<file path="config.mk">
export PLATFORM = sky130hd
export DESIGN_NAME = requant_act_mc
export DESIGN_NICKNAME = d
export VERILOG_FILES = /design/src/rtl/requant_act_mc.sv
export SDC_FILE = /design/constraint.sdc
export NUM_CORES = 2
export LEC_CHECK = 0
export BUFFER_PORTS_ARGS = -buffer_cell sky130_fd_sc_hd__buf_4
export CORE_ASPECT_RATIO = 0.8
export CORE_MARGIN = 5
export CORE_UTILIZATION = 50
export CTS_CLUSTER_DIAMETER = 30
export DETAILED_ROUTE_END_ITERATION = 8
export GPL_TIMING_DRIVEN = 0
export PLACE_DENSITY = 0.65
export SLEW_MARGIN = 0
export SYNTH_ARGS = -nofsm -noshare
export SYNTH_HDL_FRONTEND = slang
export SYNTH_SLANG_ARGS = --single-unit
</file>
<file path="constraint.sdc">
create_clock -name clk -period 12.25 [get_ports clk]
set_clock_uncertainty 0.15 [all_clocks]
set_input_delay 0.6125 -clock clk [delete_from_list [all_inputs] [get_ports clk]]
set_output_delay 0.6125 -clock clk [all_outputs]
set_load 0.1 [all_outputs]
</file>
<file path="src/rtl/requant_act_mc.sv">
// Multi-channel requantization + activation stage: bias, scale, rounding shift, zero point, clamp.
// Optional macro REQUANT_SAT_CNT_EN adds saturation event counters (o_sat_hi_cnt, o_sat_lo_cnt, sat_clr).
module requant_act_mc #(
    parameter int IN_W    = 32,
    parameter int BIAS_W  = 32,
    parameter int SCALE_W = 32,
    parameter int SHIFT_W = 6,
    parameter int OUT_W   = 8,
    parameter int NUM_CH  = 16,
    parameter int CH_W    = 4
) (
    input  logic               clk,
    input  logic               rst_n,
    input  logic               cfg_we,
    input  logic [CH_W-1:0]    cfg_ch,
    input  logic [BIAS_W-1:0]  cfg_bias,
    input  logic [SCALE_W-1:0] cfg_scale,
    input  logic [SHIFT_W-1:0] cfg_shift,
    input  logic [1:0]         i_mode,
    input  logic [OUT_W-1:0]   i_zero_point,
    input  logic [OUT_W-1:0]   i_act_max,
    input  logic               i_valid,
    output logic               i_ready,
    input  logic [IN_W-1:0]    i_acc,
    input  logic [CH_W-1:0]    i_ch,
`ifdef REQUANT_SAT_CNT_EN
    input  logic               sat_clr,
    output logic [31:0]        o_sat_hi_cnt,
    output logic [31:0]        o_sat_lo_cnt,
`endif
    output logic               o_valid,
    input  logic               o_ready,
    output logic [OUT_W-1:0]   o_data,
    output logic [CH_W-1:0]    o_ch
);

    localparam int BW = IN_W + 1;            // biased accumulator
    localparam int PW = IN_W + SCALE_W + 1;  // full product
    localparam int RW = PW + 1;              // product plus rounding headroom
    localparam int VW = RW + 1;              // after zero-point add

    localparam logic [CH_W:0]          NUM_CH_L  = NUM_CH[CH_W:0];
    localparam logic signed [VW-1:0]   OUT_MAX_C = {{(VW-OUT_W+1){1'b0}}, {(OUT_W-1){1'b1}}};
    localparam logic signed [VW-1:0]   OUT_MIN_C = {{(VW-OUT_W+1){1'b1}}, {(OUT_W-1){1'b0}}};
    localparam logic [RW-1:0]          ONE_RW_C  = {{(RW-1){1'b0}}, 1'b1};
    localparam logic [SHIFT_W-1:0]     ONE_SH_C  = {{(SHIFT_W-1){1'b0}}, 1'b1};

    logic [BIAS_W-1:0]  bias_tbl_r  [NUM_CH];
    logic [SCALE_W-1:0] scale_tbl_r [NUM_CH];
    logic [SHIFT_W-1:0] shift_tbl_r [NUM_CH];

    logic               en_s;
    logic               s1_valid_r, s2_valid_r, s3_valid_r;
    logic [IN_W-1:0]    s1_acc_r;
    logic [BIAS_W-1:0]  s1_bias_r;
    logic [SCALE_W-1:0] s1_scale_r, s2_scale_r;
    logic [SHIFT_W-1:0] s1_shift_r, s2_shift_r, s3_shift_r;
    logic [CH_W-1:0]    s1_ch_r, s2_ch_r, s3_ch_r;
    logic [BW-1:0]      biased_s, s2_biased_r;
    logic signed [PW-1:0] mul_a_s, mul_b_s, prod_s;
    logic [PW-1:0]      s3_prod_r;
    logic [RW-1:0]      prod_ext_s, half_s;
    logic signed [RW-1:0] sum_s, rnd_s;
    logic signed [VW-1:0] v_s, lo_s, hi_s;
    logic [OUT_W-1:0]   res_s;

    assign en_s    = !o_valid || o_ready;
    assign i_ready = en_s;

    // Channel table write port; independent of the pipeline enable, out-of-range indices dropped
    always_ff @(posedge clk) begin
        if (cfg_we && ({1'b0, cfg_ch} < NUM_CH_L)) begin
            bias_tbl_r[cfg_ch]  <= cfg_bias;
            scale_tbl_r[cfg_ch] <= cfg_scale;
            shift_tbl_r[cfg_ch] <= cfg_shift;
        end
    end

    // Stage valid bits advance together whenever the pipeline is enabled
    always_ff @(posedge clk) begin
        if (!rst_n) begin
            s1_valid_r <= 1'b0;
            s2_valid_r <= 1'b0;
            s3_valid_r <= 1'b0;
            o_valid    <= 1'b0;
        end else if (en_s) begin
            s1_valid_r <= i_valid;
            s2_valid_r <= s1_valid_r;
            s3_valid_r <= s2_valid_r;
            o_valid    <= s3_valid_r;
        end
    end

    // Datapath registers load only for valid data; the table read sees pre-write contents
    always_ff @(posedge clk) begin
        if (en_s && i_valid) begin
            s1_acc_r   <= i_acc;
            s1_ch_r    <= i_ch;
            s1_bias_r  <= bias_tbl_r[i_ch];
            s1_scale_r <= scale_tbl_r[i_ch];
            s1_shift_r <= shift_tbl_r[i_ch];
        end
        if (en_s && s1_valid_r) begin
            s2_biased_r <= biased_s;
            s2_scale_r  <= s1_scale_r;
            s2_shift_r  <= s1_shift_r;
            s2_ch_r     <= s1_ch_r;
        end
        if (en_s && s2_valid_r) begin
            s3_prod_r  <= prod_s;
            s3_shift_r <= s2_shift_r;
            s3_ch_r    <= s2_ch_r;
        end
    end

    // Bias add and full-width signed multiply
    always_comb begin
        biased_s = {s1_acc_r[IN_W-1], s1_acc_r}
                 + {{(BW-BIAS_W){s1_bias_r[BIAS_W-1]}}, s1_bias_r};
        mul_a_s  = {{(PW-BW){s2_biased_r[BW-1]}}, s2_biased_r};
        mul_b_s  = {{(PW-SCALE_W){s2_scale_r[SCALE_W-1]}}, s2_scale_r};
        prod_s   = mul_a_s * mul_b_s;
    end

    // Round-half-up shift, zero point, then clamp at full width before truncation
    always_comb begin
        prod_ext_s = {s3_prod_r[PW-1], s3_prod_r};
        half_s     = {RW{1'b0}};
        if (s3_shift_r != {SHIFT_W{1'b0}}) begin
            half_s = ONE_RW_C << (s3_shift_r - ONE_SH_C);
        end else begin
            half_s = {RW{1'b0}};
        end
        sum_s = prod_ext_s + half_s;
        rnd_s = sum_s >>> s3_shift_r;
        v_s   = {rnd_s[RW-1], rnd_s} + {{(VW-OUT_W){i_zero_point[OUT_W-1]}}, i_zero_point};

        lo_s = OUT_MIN_C;
        hi_s = OUT_MAX_C;
        case (i_mode)
            2'd0: begin
                lo_s = OUT_MIN_C;
                hi_s = OUT_MAX_C;
            end
            2'd2: begin
                lo_s = {VW{1'b0}};
                if (i_act_max[OUT_W-1]) begin
                    hi_s = {VW{1'b0}};
                end else begin
                    hi_s = {{(VW-OUT_W){1'b0}}, i_act_max};
                end
            end
            default: begin
                lo_s = {VW{1'b0}};
                hi_s = OUT_MAX_C;
            end
        endcase

        res_s = v_s[OUT_W-1:0];
        if (v_s < lo_s) begin
            res_s = lo_s[OUT_W-1:0];
        end else if (v_s > hi_s) begin
            res_s = hi_s[OUT_W-1:0];
        end else begin
            res_s = v_s[OUT_W-1:0];
        end
    end

    // Output register holds while the consumer stalls
    always_ff @(posedge clk) begin
        if (!rst_n) begin
            o_data <= {OUT_W{1'b0}};
            o_ch   <= {CH_W{1'b0}};
        end else if (en_s && s3_valid_r) begin
            o_data <= res_s;
            o_ch   <= s3_ch_r;
        end
    end

`ifdef REQUANT_SAT_CNT_EN
    logic sat_hi_s, sat_lo_s, o_sat_hi_r, o_sat_lo_r;

    // Classify the stage-4 result; ReLU clipping of negatives lands on lo
    always_comb begin
        sat_hi_s = (v_s > hi_s);
        sat_lo_s = (v_s < lo_s);
    end

    // Saturation flags travel alongside the output data
    always_ff @(posedge clk) begin
        if (!rst_n) begin
            o_sat_hi_r <= 1'b0;
            o_sat_lo_r <= 1'b0;
        end else if (en_s && s3_valid_r) begin
            o_sat_hi_r <= sat_hi_s;
            o_sat_lo_r <= sat_lo_s;
        end
    end

    // Saturating event counters; clear wins over increment
    always_ff @(posedge clk) begin
        if (!rst_n || sat_clr) begin
            o_sat_hi_cnt <= 32'd0;
            o_sat_lo_cnt <= 32'd0;
        end else if (o_valid && o_ready) begin
            if (o_sat_hi_r && (o_sat_hi_cnt != 32'hFFFF_FFFF)) begin
                o_sat_hi_cnt <= o_sat_hi_cnt + 32'd1;
            end
            if (o_sat_lo_r && (o_sat_lo_cnt != 32'hFFFF_FFFF)) begin
                o_sat_lo_cnt <= o_sat_lo_cnt + 32'd1;
            end
        end
    end
`endif

endmodule

</file>
# After elaboration in Yosys (flattened, before gate mapping)
# Memories as Yosys holds them, arrays and structs flattened. A register that Yosys moved wholly into a read port is not among the register bits.
# Cells that the tools add are included.
# totals
regBits,202
latch_bits,0
mem_bits_rw,1120
romBits,0
input_bits,133
word_cells,44
mem_count,3
# memory_table
name,depth,width,rd,rd_clocked_by_memory_dff,write_ports,line_no,source
bias_tbl_r,16,32,1,1,1,48,logic [BIAS_W-1:0] bias_tbl_r [NUM_CH];
scale_tbl_r,16,32,1,1,1,49,logic [SCALE_W-1:0] scale_tbl_r [NUM_CH];
shift_tbl_r,16,6,1,1,1,50,logic [SHIFT_W-1:0] shift_tbl_r [NUM_CH];
# classes
addsub,4
n_mul,1
n_div,0
n_lt_le_gt_ge,2
eq_ne,1
shifts,2
n_mux,8
bitwise_logic,0
reduce_logical,8
# ops
cell,count
66-bit by 8-bit adder with 67-bit output,1
67-bit > comparator,1
67-bit < comparator,1
67-bit 2-to-1 mux,1
66-bit adder,1
66-bit 2-to-1 mux,1
1-bit by 6-bit left shift with 66-bit output (first input constant),1
66-bit by 6-bit >>> shifter with 66-bit output,1
33-bit by 32-bit multiplier with 65-bit output,1
32-bit by 32-bit adder with 33-bit output,1
8-bit 2-to-1 mux,2
7-bit 2-to-1 mux,2
6-bit nonzero test,1
6-bit by 1-bit subtractor with 6-bit output (second input constant),1
1-bit logical AND,4
2-bit equality test (second input constant),1
2-bit zero test,1
1-bit 2-to-1 mux,2
1-bit zero test,1
1-bit logical OR,1

# Longest topological paths before layout
# logic_depth
word_depth,9
ltp_mapped,49
ltp_nobuf,43

# Worst setup path before layout
# No wires, ideal clock.
# synth_timing
kind,register to register
from,reg s3_shift_r[2]
to,reg o_data[0]
setup_ns,0.136
arrival_time_ns,10.850
t_required_ns,11.964
slack_ns,1.115
stages_incl_launch_ff,46
path_buffers,6
synth_period_minus_slack_ns,11.135
cell_sequence,edfxtp_1 -> clkinv_1 -> buf_1 -> clkbuf_1 -> nand2_1 -> clkbuf_1 -> buf_1 -> nor3_1 -> ha_1 -> fa_1 -> a211oi_1 -> o21a_1 -> nand4bb_2 -> a31oi_4 -> a21oi_1 -> nor4_1 -> or3_1 -> and2_1 -> [... 10 more ...] -> o31ai_4 -> a211oi_2 -> or4_4 -> a2111o_1 -> a31oi_1 -> o21ai_1 -> a31o_2 -> clkbuf_1 -> ha_1 -> nand4_1 -> or2_2 -> or3_1 -> nor3_1 -> nand4_1 -> o41ai_1 -> nor3_1 -> o211ai_1 -> o31ai_1
# synth_via
elab_chain_len,9
word_cells_on_any_way,11
cone_classes,3 x add/sub; 2 x order compare; 2 x shift; 3 x mux; 1 x reduce/logical
# synth_rtl
element,line_no,source
from (decl),57,"logic [SHIFT_W-1:0] s1_shift_r, s2_shift_r, s3_shift_r;"
from (signal assigned),111,s3_shift_r <= s2_shift_r;
6-bit by 1-bit subtractor with 6-bit output,130,half_s = ONE_RW_C << (s3_shift_r - ONE_SH_C);
1-bit by 6-bit left shift with 66-bit output,130,
66-bit 2-to-1 mux,129,if (s3_shift_r != {SHIFT_W{1'b0}}) begin
66-bit adder,134,sum_s = prod_ext_s + half_s;
66-bit by 6-bit >>> shifter with 66-bit output *,135,rnd_s = sum_s >>> s3_shift_r;
66-bit by 8-bit adder with 67-bit output *,136,"v_s = {rnd_s[RW-1], rnd_s} + {{(VW-OUT_W){i_zero_point[OUT_W-1]}}, i_zero_point};"
67-bit > comparator,162,end else if (v_s > hi_s) begin
8-bit 2-to-1 mux,162,
8-bit 2-to-1 mux *,160,if (v_s < lo_s) begin
to (signal assigned),172,o_data <= {OUT_W{1'b0}};
to (signal assigned),175,o_data <= res_s;
to (decl),33,"output logic [OUT_W-1:0] o_data,"
# Mark *: on every way between the ends. The rest lies on a longest branch, timed or not.
# A chain may end at the register's enable or synchronous reset.

# Worst setup path after layout
# layout_timing
from,reg s3_shift_r[2]
to,reg o_data[6]
# Same word-level chain as after synthesis.

==> run_summary.xml <==
<?xml version="1.0" encoding="UTF-8"?>
<metrics>
  <group name="detailed_routing">
    <metric name="route.detailed.drc" unit="">0</metric>
    <metric name="met2RoutedLength" unit="µm">154000</metric>
    <metric name="wl" unit="µm">360000</metric>
    <metric name="route.antenna.remaining_nets" unit="">0</metric>
    <metric name="drc_violation_total_after_the_first_tritonroute_iteration" unit="">9498</metric>
    <metric name="routedLengthMet1" unit="µm">148000</metric>
    <metric name="detail_route_met3_wl" unit="µm">46000</metric>
    <metric name="highest-signal-layer" unit="">met5</metric>
    <metric name="average_wire_length_per_cell_after_detail_routing" unit="µm">29.3</metric>
    <metric name="via_count" unit="">75758</metric>
    <metric name="post_drt_via_cell_ratio" unit="">6.16</metric>
    <metric name="drtPass1Iterations" unit="">6</metric>
  </group>
  <group name="floorplanning">
    <metric name="floorplan.initialDensity" unit="%">50.3</metric>
    <metric name="top_level_ports" unit="">147</metric>
    <metric name="coreArea" unit="mm²">0.209</metric>
    <metric name="dieArea" unit="mm²">0.220</metric>
    <metric name="core.rowCount" unit="">150</metric>
    <metric name="die_w" unit="µm">523</metric>
    <metric name="die-height" unit="µm">420</metric>
  </group>
  <group name="sta">
    <metric name="timing.final.max_slew_violations" unit="">0</metric>
    <metric name="finalSetupViolCount" unit="">0</metric>
    <metric name="period_minus_slack" unit="ns">11.99</metric>
    <metric name="max-slew-margin-rel" unit="%">2.16</metric>
    <metric name="final_hold_viol_count" unit="">0</metric>
    <metric name="final.period_utilization" unit="%">97.9</metric>
    <metric name="max_slew.worst_pin.slew" unit="ns">1.47</metric>
    <metric name="timing.final.ws_setup" unit="ns">0.260</metric>
    <metric name="highest_achievable_clock_rate" unit="GHz">0.0834</metric>
    <metric name="whs" unit="ns">0.0508</metric>
  </group>
  <group name="global_routing">
    <metric name="initial_antenna_violation_count" unit="">42</metric>
    <metric name="pin_count_of_the_biggest_net_entering_global_routing" unit="">72</metric>
    <metric name="via_count_of_the_first_global_routing_pass" unit="">75899</metric>
    <metric name="grt_usage" unit="%">32.9</metric>
    <metric name="grt_overflow" unit="">0</metric>
    <metric name="grt_pass1_wl" unit="µm">524000</metric>
  </group>
  <group name="yosys">
    <metric name="synth_xor_xnor_area_share" unit="%">1.44</metric>
    <metric name="synth_cells" unit="">8654</metric>
    <metric name="synth_seq_cells" unit="">1392</metric>
    <metric name="synth_compound_area_share" unit="%">7.88</metric>
    <metric name="ys.flop_type" unit="">sky130_fd_sc_hd__edfxtp_1</metric>
    <metric name="syn_area" unit="mm²">0.105</metric>
    <metric name="synth-seq-area-share" unit="%">39.6</metric>
    <metric name="postSynthAreaPerCell" unit="µm²">12.2</metric>
    <metric name="largest_family_of_logic_cells_by_synthesized_area" unit="">adder cells</metric>
    <metric name="syn-num-nets" unit="">10313</metric>
    <metric name="simple_gate_portion_of_the_synthesized_area" unit="%">9.59</metric>
    <metric name="synth_enable_flop_cells" unit="">1376</metric>
    <metric name="synth.area.mux_share" unit="%">9.35</metric>
    <metric name="synth.yosys.warnings" unit="">0</metric>
    <metric name="async_flop_share" unit="%">0</metric>
    <metric name="synthAdderAreaFrac" unit="%">26.1</metric>
    <metric name="netlist-cell-type-count" unit="">108</metric>
  </group>
  <group name="worst_setup_path">
    <metric name="cp_slowest_cell" unit="">sky130_fd_sc_hd__edfxtp_1</metric>
    <metric name="category_of_the_worst_setup_path_capture_point" unit="">flip-flop</metric>
    <metric name="critPathMaxStageDelay" unit="ns">0.51</metric>
    <metric name="cp_data_required_time" unit="ns">12.87</metric>
    <metric name="critPathArrivalTime" unit="ns">12.61</metric>
    <metric name="cp_max_fanout" unit="">10</metric>
    <metric name="critPathLaunchType" unit="">flip-flop</metric>
    <metric name="critical_path_class" unit="">reg -&gt; reg</metric>
  </group>
  <group name="finish">
    <metric name="design_area" unit="mm²">0.122</metric>
    <metric name="finalNetCount" unit="">10932</metric>
    <metric name="fillerInstances" unit="">16809</metric>
    <metric name="post_route_cells_drive_above_1_share" unit="%">14.9</metric>
    <metric name="area_delta_synth_final" unit="%">16.1</metric>
    <metric name="final_core_util" unit="%">58.4</metric>
  </group>
  <group name="place">
    <metric name="dp_worst_setup_slack" unit="ns">-3.78</metric>
    <metric name="gpl.final_weighted_congestion" unit="">1.05</metric>
    <metric name="dpl.hpwl" unit="µm">273000</metric>
    <metric name="buffer_ports.inserted" unit="">146</metric>
    <metric name="postPlaceCellArea" unit="mm²">0.111</metric>
  </group>
  <group name="clock_network">
    <metric name="clock-sinks" unit="">1392</metric>
    <metric name="cts.root.buffer_cell" unit="">sky130_fd_sc_hd__clkbuf_16</metric>
    <metric name="cts-buffers-inserted" unit="">221</metric>
    <metric name="cts_tree" unit="">done</metric>
    <metric name="cts_max_level" unit="">4</metric>
    <metric name="clockBufferDepth" unit="">4</metric>
    <metric name="clock_pin_slew_worst_setup_and_hold_paths" unit="ns">0.06</metric>
    <metric name="clk_latency" unit="ns">0.88</metric>
  </group>
  <group name="flow_run">
    <metric name="maxCapViolations" unit="">0</metric>
  </group>
  <group name="outcome">
    <metric name="run_status" unit="">finished, final reports clean</metric>
  </group>
  <group name="worst_hold_path">
    <metric name="worstHoldPathType" unit="">in -&gt; reg</metric>
  </group>
</metrics>
worst max-delay path: cells and delay by family, from the launching register on:
| kind | cells | cell delay [ns] |
|---|---|---|
| adders and majority gates | 3 | 1.00 |
| and+or+nand+nor | 8 | 1.43 |
| AOI/OAI and AO/OA | 27 | 5.98 |
| muxes | 1 | 0.31 |
| xor gates and xnor gates | 1 | 0.32 |
| DFF | 1 | 0.51 |
| buffers and inverters | 12 | 2.14 |
logic make-up after synthesis:
logic type / after synthesis
AO/OA/AOI/OAI: 1217
XOR/XNOR: 173
other: 1
flip-flops: 1392
AND/OR/NAND/NOR: 2166
multiplexers: 499
adder cells (fa/ha/maj): 1526
buffers and inverters: 1680
sequential cells by signal, indices dropped and copies added (netlist names), 8 cells and up:
name	cells
shift_tbl_r	96
s2_scale_r	32
scale_tbl_r	512
s1_acc_r	32
s1_scale_r	32
s1_bias_r	32
o_data	8
s2_biased_r	33
s3_prod_r	65
bias_tbl_r	512
metrics by stage:
step                      TNS [ns]  cells
after floorplan                  0   8654
after global placement     -337.56  11612
after detailed placement    -29.84  11695
after CTS                        0  12234
after global routing       -0.0538  12269
final                            0  12299
cell usage after synthesis, types with 134 or more instances:
cell type | count | area (µm²)
sky130_fd_sc_hd__mux4_2 | 384 | 8650
sky130_fd_sc_hd__nor3_1 | 134 | 671
sky130_fd_sc_hd__o21ai_0 | 186 | 931
sky130_fd_sc_hd__edfxtp_1 | 1376 | 41300
sky130_fd_sc_hd__a21o_1 | 137 | 1030
sky130_fd_sc_hd__nand2_1 | 1037 | 3890
sky130_fd_sc_hd__nor2_1 | 294 | 1100
sky130_fd_sc_hd__ha_1 | 411 | 5140
sky130_fd_sc_hd__clkbuf_1 | 385 | 1450
sky130_fd_sc_hd__and2_1 | 272 | 1700
sky130_fd_sc_hd__a21oi_1 | 317 | 1590
sky130_fd_sc_hd__inv_1 | 1235 | 4640
sky130_fd_sc_hd__fa_1 | 1115 | 22300
layer usage:
| layer | global-route usage, % | up-vias |
|---|---|---|
| met5 | 0 | - |
| li1 | - | 31428 |
| met1 | 47.6 | 39028 |
| met2 | 47.9 | 4634 |
| met3 | 9.98 | 654 |
| met4 | 10.2 | 14 |
area by class of cell:
cell class | count | area [µm²] | share of cell area (%)
multi-input cells | 5582 | 58500 | 47.9
flip-flops and latches | 1392 | 41600 | 34.1
clock buffers | 236 | 5590 | 4.58
inverters | 1239 | 4670 | 3.82
repair buffers | 413 | 4230 | 3.47
well taps | 2812 | 3520 | 2.88
plain buffers | 424 | 1920 | 1.57
clock inverters | 163 | 1890 | 1.55
diodes | 38 | 95.1 | 0.0779
what timing repair did:
action | in CTS | in global routing
gates resized for setup | 224 | 215
hold endpoints to repair | 1160 | 0
endpoints found under the setup margin | 8 | 8
pin swaps | 22 | 48
hold buffers | 107 | 0
setup buffers | 37 | 40
placed cells by master, fill, tap and decap left out, drive strengths merged, types with 26 or more instances in the layout:
master / count
edfxtp: 1376
inv: 1262
fa: 1115
nand2: 1037
clkbuf: 584
ha: 411
mux4: 384
buf: 382
a21oi: 322
nor2: 294
and2: 276
o21ai: 205
a21o: 137
nor3: 136
xnor2: 124
dlygate4sd3: 107
mux2i: 91
nand3: 84
nand4: 80
clkinv: 74
nand2b: 63
o21a: 56
a211oi: 55
a31oi: 52
xor2: 49
nor2b: 45
o21bai: 44
o211ai: 44
and3: 43
diode: 38
clkinvlp: 36
a221oi: 33
bufinv: 30
or3: 29
a21boi: 26
final timing paths:
path                              to  slack, ns           from  cells past startpoint
setup / recovery           o_data[6]       0.26  s3_shift_r[2]                     52
hold / removal    scale_tbl_r[4][22]       0.05      cfg_ch[0]                      2
setup reg to reg           o_data[6]       0.26  s3_shift_r[2]                     52
hold reg to reg        s2_scale_r[8]       0.27  s1_scale_r[8]                      0
Power is left out: the tool's default activity adds up to more than one toggle a clock period on the data nets, which glitch-free logic cannot reach.
